[config.mk]
export PLATFORM = sky130hd
export DESIGN_NAME = des_key_schedule
export DESIGN_NICKNAME = d
export VERILOG_FILES = /design/src/rtl/des_pkg.sv /design/src/rtl/des_pc2.sv /design/src/rtl/des_key_schedule.sv
export SDC_FILE = /design/constraint.sdc
export NUM_CORES = 1
export LEC_CHECK = 0
export ABC_AREA = 1
export CORE_ASPECT_RATIO = 0.8
export CORE_MARGIN = 2
export CORE_UTILIZATION = 25
export CTS_CLUSTER_DIAMETER = 120
export DETAILED_ROUTE_END_ITERATION = 10
export RECOVER_POWER = 50
export SYNTH_ARGS = -nofsm -noshare
export SYNTH_HDL_FRONTEND = slang
export SYNTH_SLANG_ARGS = --single-unit
[constraint.sdc]
create_clock -name Clk -period 6.6 [get_ports Clk]
set_clock_uncertainty 0.15 [all_clocks]
set_input_delay 1.32 -clock Clk [delete_from_list [all_inputs] [get_ports Clk]]
set_output_delay 1.32 -clock Clk [all_outputs]
set_load 0.02 [all_outputs]
[src/rtl/des_pkg.sv]
// Shared constants for the DES key schedule.
// Holds the PC-1 and PC-2 selection tables, the per-round shift schedule,
// the state encoding and the half-key / subkey widths.
// All tables list DES bit numbers (1-based) exactly as printed in FIPS 46-3.
// Vector index n always carries DES bit n+1.
package des_pkg;

    localparam int HALF_W   = 28;
    localparam int SUBKEY_W = 48;

    localparam logic [1:0] IDLE = 2'd0;
    localparam logic [1:0] RUN  = 2'd1;
    localparam logic [1:0] FIN  = 2'd2;

    // PC-1: output bit i+1 (C = outputs 1..28, D = outputs 29..56) takes key bit PC1_TAB[i].
    localparam logic [5:0] PC1_TAB [0:55] = '{
        6'd57, 6'd49, 6'd41, 6'd33, 6'd25, 6'd17, 6'd9,
        6'd1,  6'd58, 6'd50, 6'd42, 6'd34, 6'd26, 6'd18,
        6'd10, 6'd2,  6'd59, 6'd51, 6'd43, 6'd35, 6'd27,
        6'd19, 6'd11, 6'd3,  6'd60, 6'd52, 6'd44, 6'd36,
        6'd63, 6'd55, 6'd47, 6'd39, 6'd31, 6'd23, 6'd15,
        6'd7,  6'd62, 6'd54, 6'd46, 6'd38, 6'd30, 6'd22,
        6'd14, 6'd6,  6'd61, 6'd53, 6'd45, 6'd37, 6'd29,
        6'd21, 6'd13, 6'd5,  6'd28, 6'd20, 6'd12, 6'd4
    };

    // PC-2: subkey bit i+1 takes bit PC2_TAB[i] of the concatenated C||D.
    localparam logic [5:0] PC2_TAB [0:47] = '{
        6'd14, 6'd17, 6'd11, 6'd24, 6'd1,  6'd5,
        6'd3,  6'd28, 6'd15, 6'd6,  6'd21, 6'd10,
        6'd23, 6'd19, 6'd12, 6'd4,  6'd26, 6'd8,
        6'd16, 6'd7,  6'd27, 6'd20, 6'd13, 6'd2,
        6'd41, 6'd52, 6'd31, 6'd37, 6'd47, 6'd55,
        6'd30, 6'd40, 6'd51, 6'd45, 6'd33, 6'd48,
        6'd44, 6'd49, 6'd39, 6'd56, 6'd34, 6'd53,
        6'd46, 6'd42, 6'd50, 6'd36, 6'd29, 6'd32
    };

    // Shift schedule S[1..16], stored 0-based: SHIFT_TAB[r] = S[r+1].
    localparam logic [1:0] SHIFT_TAB [0:15] = '{
        2'd1, 2'd1, 2'd2, 2'd2, 2'd2, 2'd2, 2'd2, 2'd2,
        2'd1, 2'd2, 2'd2, 2'd2, 2'd2, 2'd2, 2'd2, 2'd1
    };

endpackage

[src/rtl/des_pc2.sv]
// DES PC-2 selection: picks 48 of the 56 C||D bits to form a round subkey.
// Ports:
//   halfKeys  in  56  {D, C}; index n = bit n+1 of C||D
//   subKey    out 48  index n = subkey bit n+1
// Pure wiring, no logic.
module des_pc2
    import des_pkg::*;
(
    input  logic [2*HALF_W-1:0]  halfKeys,
    output logic [SUBKEY_W-1:0]  subKey
);

    for (genvar i = 0; i < SUBKEY_W; i++) begin : gSel
        assign subKey[i] = halfKeys[PC2_TAB[i] - 6'd1];
    end

    // C||D bits 9, 18, 22, 25, 35, 38, 43, 54 are dropped by PC-2.
    logic [7:0] unusedBits;
    assign unusedBits = {halfKeys[8],  halfKeys[17], halfKeys[21], halfKeys[24],
                         halfKeys[34], halfKeys[37], halfKeys[42], halfKeys[53]};

endmodule

[src/rtl/des_key_schedule.sv]
// Iterative DES round-key generator.
// Streams the sixteen 48-bit subkeys, one per SubKeyValid/SubKeyReady handshake.
// Encrypt emits K1..K16 (left rotations); decrypt emits K16..K1 (right rotations),
// so no key table is stored.
// Ports:
//   Clk          in   clock
//   Reset        in   async active-high reset
//   Start        in   1-cycle request, sampled only in IDLE
//   Mode         in   0 = encrypt, 1 = decrypt; latched with Start
//   Key          in   64-bit key, index n = DES bit n+1 (parity bits unused)
//   SubKeyReady  in   consumer accepts SubKey this cycle
//   SubKey       out  current subkey, index n = DES subkey bit n+1
//   SubKeyValid  out  SubKey/RoundNum valid
//   RoundNum     out  DES round number minus 1 for SubKey
//   Busy         out  run in progress (RUN or FIN)
//   Done         out  1-cycle pulse after the 16th accept
// Every output is decoded from registers only; SubKeyReady reaches only next-state logic.
module des_key_schedule
    import des_pkg::*;
(
    input  logic                 Clk,
    input  logic                 Reset,
    input  logic                 Start,
    input  logic                 Mode,
    input  logic [63:0]          Key,
    input  logic                 SubKeyReady,
    output logic [SUBKEY_W-1:0]  SubKey,
    output logic                 SubKeyValid,
    output logic [3:0]           RoundNum,
    output logic                 Busy,
    output logic                 Done
);

    logic [1:0]        state;
    logic [HALF_W-1:0] c;
    logic [HALF_W-1:0] d;
    logic              modeDec;
    logic [4:0]        issueCnt;

    logic [2*HALF_W-1:0] pc1Key;
    logic [HALF_W-1:0]   pc1C;
    logic [HALF_W-1:0]   pc1D;
    logic [3:0]          shiftIdx;
    logic [1:0]          shiftAmt;

    // In index terms a DES left rotation moves bits toward index 0.
    function automatic logic [HALF_W-1:0] rotL(input logic [HALF_W-1:0] x, input logic [1:0] s);
        return (s == 2'd2) ? {x[1:0], x[HALF_W-1:2]} : {x[0], x[HALF_W-1:1]};
    endfunction

    function automatic logic [HALF_W-1:0] rotR(input logic [HALF_W-1:0] x, input logic [1:0] s);
        return (s == 2'd2) ? {x[HALF_W-3:0], x[HALF_W-1:HALF_W-2]} : {x[HALF_W-2:0], x[HALF_W-1]};
    endfunction

    // PC-1 selection
    for (genvar i = 0; i < 2*HALF_W; i++) begin : gPc1
        assign pc1Key[i] = Key[PC1_TAB[i] - 6'd1];
    end
    assign pc1C = pc1Key[HALF_W-1:0];
    assign pc1D = pc1Key[2*HALF_W-1:HALF_W];

    // Parity bits never enter the schedule.
    logic unusedParity;
    assign unusedParity = ^{Key[7], Key[15], Key[23], Key[31], Key[39], Key[47], Key[55], Key[63]};

    // Decrypt counts rounds down: 15 - issueCnt == ~issueCnt[3:0].
    assign RoundNum = modeDec ? ~issueCnt[3:0] : issueCnt[3:0];

    // Encrypt moves to the next round (S[R+1]); decrypt undoes the current one (S[R]).
    // The wrap of RoundNum+1 on the final accept is harmless: the rotated value is never used.
    assign shiftIdx = modeDec ? RoundNum : RoundNum + 4'd1;
    assign shiftAmt = SHIFT_TAB[shiftIdx];

    always_ff @(posedge Clk or posedge Reset) begin
        if (Reset) begin
            state    <= IDLE;
            c        <= '0;
            d        <= '0;
            modeDec  <= 1'b0;
            issueCnt <= '0;
        end else begin
            case (state)
                IDLE: begin
                    if (Start) begin
                        state    <= RUN;
                        modeDec  <= Mode;
                        issueCnt <= '0;
                        // C0/D0 already equal C16/D16, so decrypt loads unrotated.
                        if (Mode) begin
                            c <= pc1C;
                            d <= pc1D;
                        end else begin
                            c <= rotL(pc1C, SHIFT_TAB[0]);
                            d <= rotL(pc1D, SHIFT_TAB[0]);
                        end
                    end
                end
                RUN: begin
                    if (SubKeyReady) begin
                        issueCnt <= issueCnt + 5'd1;
                        if (modeDec) begin
                            c <= rotR(c, shiftAmt);
                            d <= rotR(d, shiftAmt);
                        end else begin
                            c <= rotL(c, shiftAmt);
                            d <= rotL(d, shiftAmt);
                        end
                        if (issueCnt == 5'd15)
                            state <= FIN;
                    end
                end
                FIN:     state <= IDLE;
                default: state <= IDLE;
            endcase
        end
    end

    assign SubKeyValid = (state == RUN);
    assign Busy        = (state != IDLE);
    assign Done        = (state == FIN);

    des_pc2 uPc2 (
        .halfKeys ({d, c}),
        .subKey   (SubKey)
    );

endmodule

==> metrics, run 1 <==
run status finished with violations; violated checks max-capacitance violations, max-slew violations; die area 0.0228 mm²; Post-Syn Nets 911; MaxCap Viol Count 1; router iterations before antenna repair 5; Antenna Nets Post-Route 0; Reg2Reg Setup Slack roughly 2.8 ns; RR Startpoint modeDec$_DFFE_PP0P_; Clock Path Buffers 2; CP Max Fanout 33; worst min path class flip-flop to flip-flop; Ports 124; Mean Syn Cell Area about 6.4 µm²; clock slew seen by the registers of the worst setup and hold paths 0.05 ns; layout cells sized above 1 0.0596; Initial Util 0.252; Slew Limit Fails 34; vias in the first global route ~5400; post-DP HPWL between 10 and 15 mm; post-synthesis sequential area ratio 0.297; TNS Setup 0 ns; initial antenna violation count 2; synth unique cells 28; commonest non-fill, non-tap cells in the layout nand3_1 (236), nand2_1 (125), clkdlybuf4s50_1 (86), nor2_1 (80), o21ai_0 (76); min cycle time layout 4.51 ns; TritonCTS Buffers 9; synthesis-to-layout area growth 22.5%; CTS H-tree lvls 3; Core Footprint 0.0214 mm²; Hold Crit Depth 2; die extent in y between 100 and 150 µm; hold path startpoint issueCnt[4]$_DFFE_PP0P_; routability cong. 0.822; period utilisation layout 0.684; # clock sinks 64; Critical Path AT 4.29 ns; Skew-Pair Late Insertion Delay 0.34 ns; drt wl/cell 15.8 µm; DRT iter0 DRCs 509; CP Data Required Time 6.37 ns; post-synthesis cell area 0.00539 mm²; total track usage 0.163; R2R cell count 14; Resized cells post-CTS 0; Root Driver clkbuf_16; Hold Path Sink issueCnt[4]$_DFFE_PP0P_; final setup fails 0; RSZ-0062 raised after global routing no; fmax about 220 MHz; postcts setup bufs 0; critical path type input port to async pin; Post-CTS Hold Fix Bufs 0; drt total wl 18.1 mm; finished layout cell area 0.00661 mm²; critical path endpoint category async pin; vias per cell 5.04; I/O Buffers 115; worst slew pin tran 1.94 ns; global route overflow 0; Post-Synthesis Cells 839; Nets 939; final hold viol count 0; Seq cells post-synth 64; DRC 0; CTS tree done; die width 168 µm; CP Launch Type input port; first-pass GRT wire length 29.4 mm; Crit Reg-Reg Endpoint c[22]$_DFFE_PP0P_; Post-Place Cell Area 0.00630 mm²; Max transition margin -0.294; commonest non-fill, non-tap cell in the layout nand3_1; Ys Warns 0; cell row count 48; Vias slightly below 6000; largest net degree at the start of global routing 59
[logic make-up (layout without fill, tap and decap cells)]
kind of cell             after synthesis  after routing  synth area share
other                                  0              1                 0
AND/OR/NAND/NOR                      464            464             0.389
AO/OA/AOI/OAI                        132            132             0.127
flip-flops                            64             64             0.297
adder cells (fa/ha/maj)                3              3           0.00696
buffers and inverters                167            200             0.164
multiplexers                           6              6            0.0111
XOR/XNOR                               3              3           0.00487
[layout make-up]
| class | instances | area (µm²) |
|---|---|---|
| Fill cell | 2349 | 14800 |
| Multi-Input combinational cell | 608 | 2910 |
| Sequential cell | 64 | 1600 |
| Timing Repair Buffer | 127 | 1230 |
| Tap cell | 275 | 344 |
| Clock buffer | 14 | 294 |
| Inverter | 57 | 214 |
| Clock inverter | 2 | 10.0 |
| Antenna cell | 1 | 2.50 |
[per-layer routing]
layer,GRT usage,vias up,share of wire
li1,-,2851,-
met1,0.236,2678,0.49
met2,0.235,235,0.42
met3,0.0383,21,0.074
met4,0.0613,2,0.017
met5,0,-,0.00072
[worst max path at each step]
| stage | endpoint | start |
|---|---|---|
| floorplan | c[0]$_DFFE_PP0P_ | Reset |
| global placement | d[3]$_DFFE_PP0P_ | Start |
| detailed placement | d[3]$_DFFE_PP0P_ | Start |
| CTS | d[3]$_DFFE_PP0P_ | Start |
| global route | modeDec$_DFFE_PP0P_ | Reset |
| finish | modeDec$_DFFE_PP0P_ | Reset |
[registers in the layout (all words and copies together), names as in the netlist]
| signal | count |
|---|---|
| state | 2 |
| issueCnt | 5 |
| c | 28 |
| d | 28 |
| modeDec | 1 |
[worst max-delay path, stage by stage]
cell,delay [ns]
dlygate4sd3_1,0.55
inv_1,0.93
clkbuf_1,1.46
[Yosys cell counts, drive strengths merged]
library cell / count / area share
a21oi: 42 / 0.039
a31oi: 1 / 0.0012
buf: 79 / 0.10
clkbuf: 31 / 0.022
clkinv: 1 / 0.00070
dfrtp: 64 / 0.30
ha: 3 / 0.0070
inv: 56 / 0.039
mux2i: 6 / 0.011
nand2: 129 / 0.092
nand3: 236 / 0.22
nand3b: 1 / 0.0014
nor2: 83 / 0.060
nor3: 2 / 0.0019
o211ai: 8 / 0.011
o21ai: 80 / 0.074
o31ai: 1 / 0.0014
or2: 13 / 0.015
xor2: 3 / 0.0049
[through the flow]
step	util	instances	worst slack, ns	hold WS [ns]
after floorplan	-	839	3.53	0.302
after global placement	0.295	1131	2.45	0.314
after detailed placement	0.295	1131	2.42	0.329
after CTS	0.309	1147	2.76	0.342
after global routing	0.309	1147	1.40	0.376
final	0.309	1148	2.09	0.337
Power of run 1 is left out: the tool's default activity adds up to more than one toggle a clock period on the data nets, which glitch-free logic cannot reach.
==> run 2, diff against run 1 <==
Clock period 6.6 ns to 4.46 ns, I/O delays scaled along.
==> run 2 against run 1 <==
  * The run still ends with max-capacitance violations, max-slew violations left
  * Register-to-register slack lost 1.7 ns
  * Via count grew 0.12%
  * Core utilization shrank 0.14 points
  * Non-clock buffer count grew 4
  * Die area is the same
  * Global-route usage shrank 0.36 points
  * Critical path depth grew 7
  * Hold slack lost 0.0035 ns
  * Clock-buffer cell count shrank 1
  * First-iteration DRC count grew 21%
  * Highest routed layer is now met4
==> metrics, run 2 (same netlist as run 1, synthesis figures left out) <==
die area 0.0228 mm² (unchanged); CP Launch Type input port; RSZ-0062 raised after global routing no; CP Max Fanout 22 (-33%); commonest non-fill, non-tap cell in the layout nand3_1; die extent in y 135 µm (unchanged); initial antenna violation count 1 (-1); Antenna Nets Post-Route 0 (unchanged); vias in the first global route 5304 (-1.7%); Reg area 0.00160 mm² (unchanged); CTS H-tree lvls 3 (unchanged); DRT iter0 DRCs 618 (+21%); critical path endpoint category flip-flop; clock slew seen by the registers of the worst setup and hold paths 0.05 ns (about the same); Resized cells post-CTS 0 (unchanged); drt total wl 18.0 mm (-0.44%); Clock Path Buffers 2 (unchanged); layout cells sized above 1 0.0549 (-0.00471); drt wl/cell 15.7 µm (-0.62%); critical path type input port to flip-flop; top flop regs c (28), d (28), issueCnt (5); min cycle time layout 3.53 ns; first-pass GRT wire length 29.0 mm (-1.2%); CP most frequent cell inv_1; Ports 124 (unchanged); DRC 0 (unchanged); Max transition margin -0.00217 (+0.292); Layout fillers 2331 (-0.77%); I/O Buffers 115 (unchanged); Initial Util 0.252 (unchanged); synthesis-to-layout area growth 21.9%; Skew-Pair Late Insertion Delay 0.33 ns (about the same); CP Data Required Time 4.56 ns (-1.81 ns); # clock sinks 64 (unchanged); worst path cell trace clkdlybuf4s50_1 > nand2_1 > clkbuf_1 > inv_1 > nor2_1 > inv_2 > buf_4 > o21ai_0 > inv_1 > a21oi_1; TNS Setup 0 ns (unchanged); CTS tree done; worst slew pin tran 1.50 ns (-0.440 ns); violated checks max-capacitance violations, max-slew violations; fmax 283 MHz; Core Footprint 0.0214 mm² (unchanged); post-DP HPWL 12.4 mm (+1.7%); worst min path class flip-flop to flip-flop; delay-heaviest family, CP buffers and inverters; total track usage 0.160 (-0.00356); Nets 943 (+0.43%); MaxCap Viol Count 1 (unchanged); Post-CTS Hold Fix Bufs 0 (unchanged); final hold viol count 0 (unchanged); CP Buf/Inv Count 6 (+3); max incr delay on CP 0.68 ns (-0.78 ns); cell row count 48 (unchanged); vias per cell 5.04 (about the same); routability cong. 0.793 (-3.5%); die width 168 µm (unchanged); TritonCTS Buffers 9 (unchanged); run status finished with violations; Root Driver clkbuf_16; global route overflow 0 (unchanged); CP max-delay cell clkbuf_1; Slew Limit Fails 37 (+8.8%); Critical Path AT 3.63 ns (-0.66 ns); largest net degree at the start of global routing 60 (+1.7%); commonest non-fill, non-tap cells in the layout nand3_1 (236), nand2_1 (125), clkdlybuf4s50_1 (89), nor2_1 (80), o21ai_0 (76); router iterations before antenna repair 7 (+2); Vias 5794 (+0.12%); period utilisation layout 0.792; postcts setup bufs 0 (unchanged); final setup fails 0 (unchanged); Multi-input gate area 0.00291 mm² (unchanged)
run 2: cell count changes in the layout (fill, tap and decap cells not counted):
| cell | previous run | this run |
|---|---|---|
| buf_4 | 11 | 12 |
| clkinv_2 | 2 | 1 |
| clkdlybuf4s50_1 | 86 | 89 |
| clkbuf_1 | 1 | 7 |
| clkbuf_8 | 5 | 1 |
| dlygate4sd3_1 | 28 | 25 |
run 2: final timing paths:
check	start	endpoint	slack, ns	cells after the start
max reg2reg	modeDec$_DFFE_PP0P_	d[10]$_DFFE_PP0P_	1.16	12
min	issueCnt[4]$_DFFE_PP0P_	issueCnt[4]$_DFFE_PP0P_	0.33	2
max in group asynchronous	Reset	modeDec$_DFFE_PP0P_	1.26	3
min reg2reg	issueCnt[4]$_DFFE_PP0P_	issueCnt[4]$_DFFE_PP0P_	0.33	2
max	Start	d[3]$_DFFE_PP0P_	0.93	10
min in group asynchronous	Reset	d[8]$_DFFE_PP0P_	1.31	2
run 2: final cells by class:
| class | count | area share |
|---|---|---|
| Multi-Input combinational cell | 608 | 0.442 |
| Tap cell | 275 | 0.0523 |
| Antenna cell | 1 | 0.000381 |
| Clock buffer | 13 | 0.0381 |
| Sequential cell | 64 | 0.244 |
| Inverter | 57 | 0.0325 |
| Timing Repair Buffer | 131 | 0.190 |
| Clock inverter | 1 | 0.000761 |
run 2: stage by stage:
stage          utilization  hold WS (ns)  setup slack (ns)  instance area (µm²)  std cells
2_1_floorplan            -         0.302              1.82                 5390        839
3_3_place_gp         0.296         0.315              1.14                 6330       1135
3_5_place_dp         0.296         0.329              1.12                 6330       1135
4_1_cts              0.308         0.340              1.11                 6590       1149
5_1_grt              0.307         0.356             0.546                 6570       1149
6_report             0.308         0.334             0.930                 6580       1150
run 2: metal layers:
layer	track usage	wire, µm	share of wire	up-vias
met5	0	0	0	-
met4	0.0350	151	0.0084	0
met3	0.0400	1570	0.087	11
met2	0.239	7710	0.43	242
met1	0.231	8590	0.48	2697
li1	-	-	-	2844
run 2: worst min-delay path: cells and delay by family (launching register included):
kind / cells / cell delay, ns
and+or+nand+nor: 1 / 0.05
AOI/OAI and AO/OA: 1 / 0.06
DFF: 1 / 0.34
Power of run 2 is left out for the same reason.
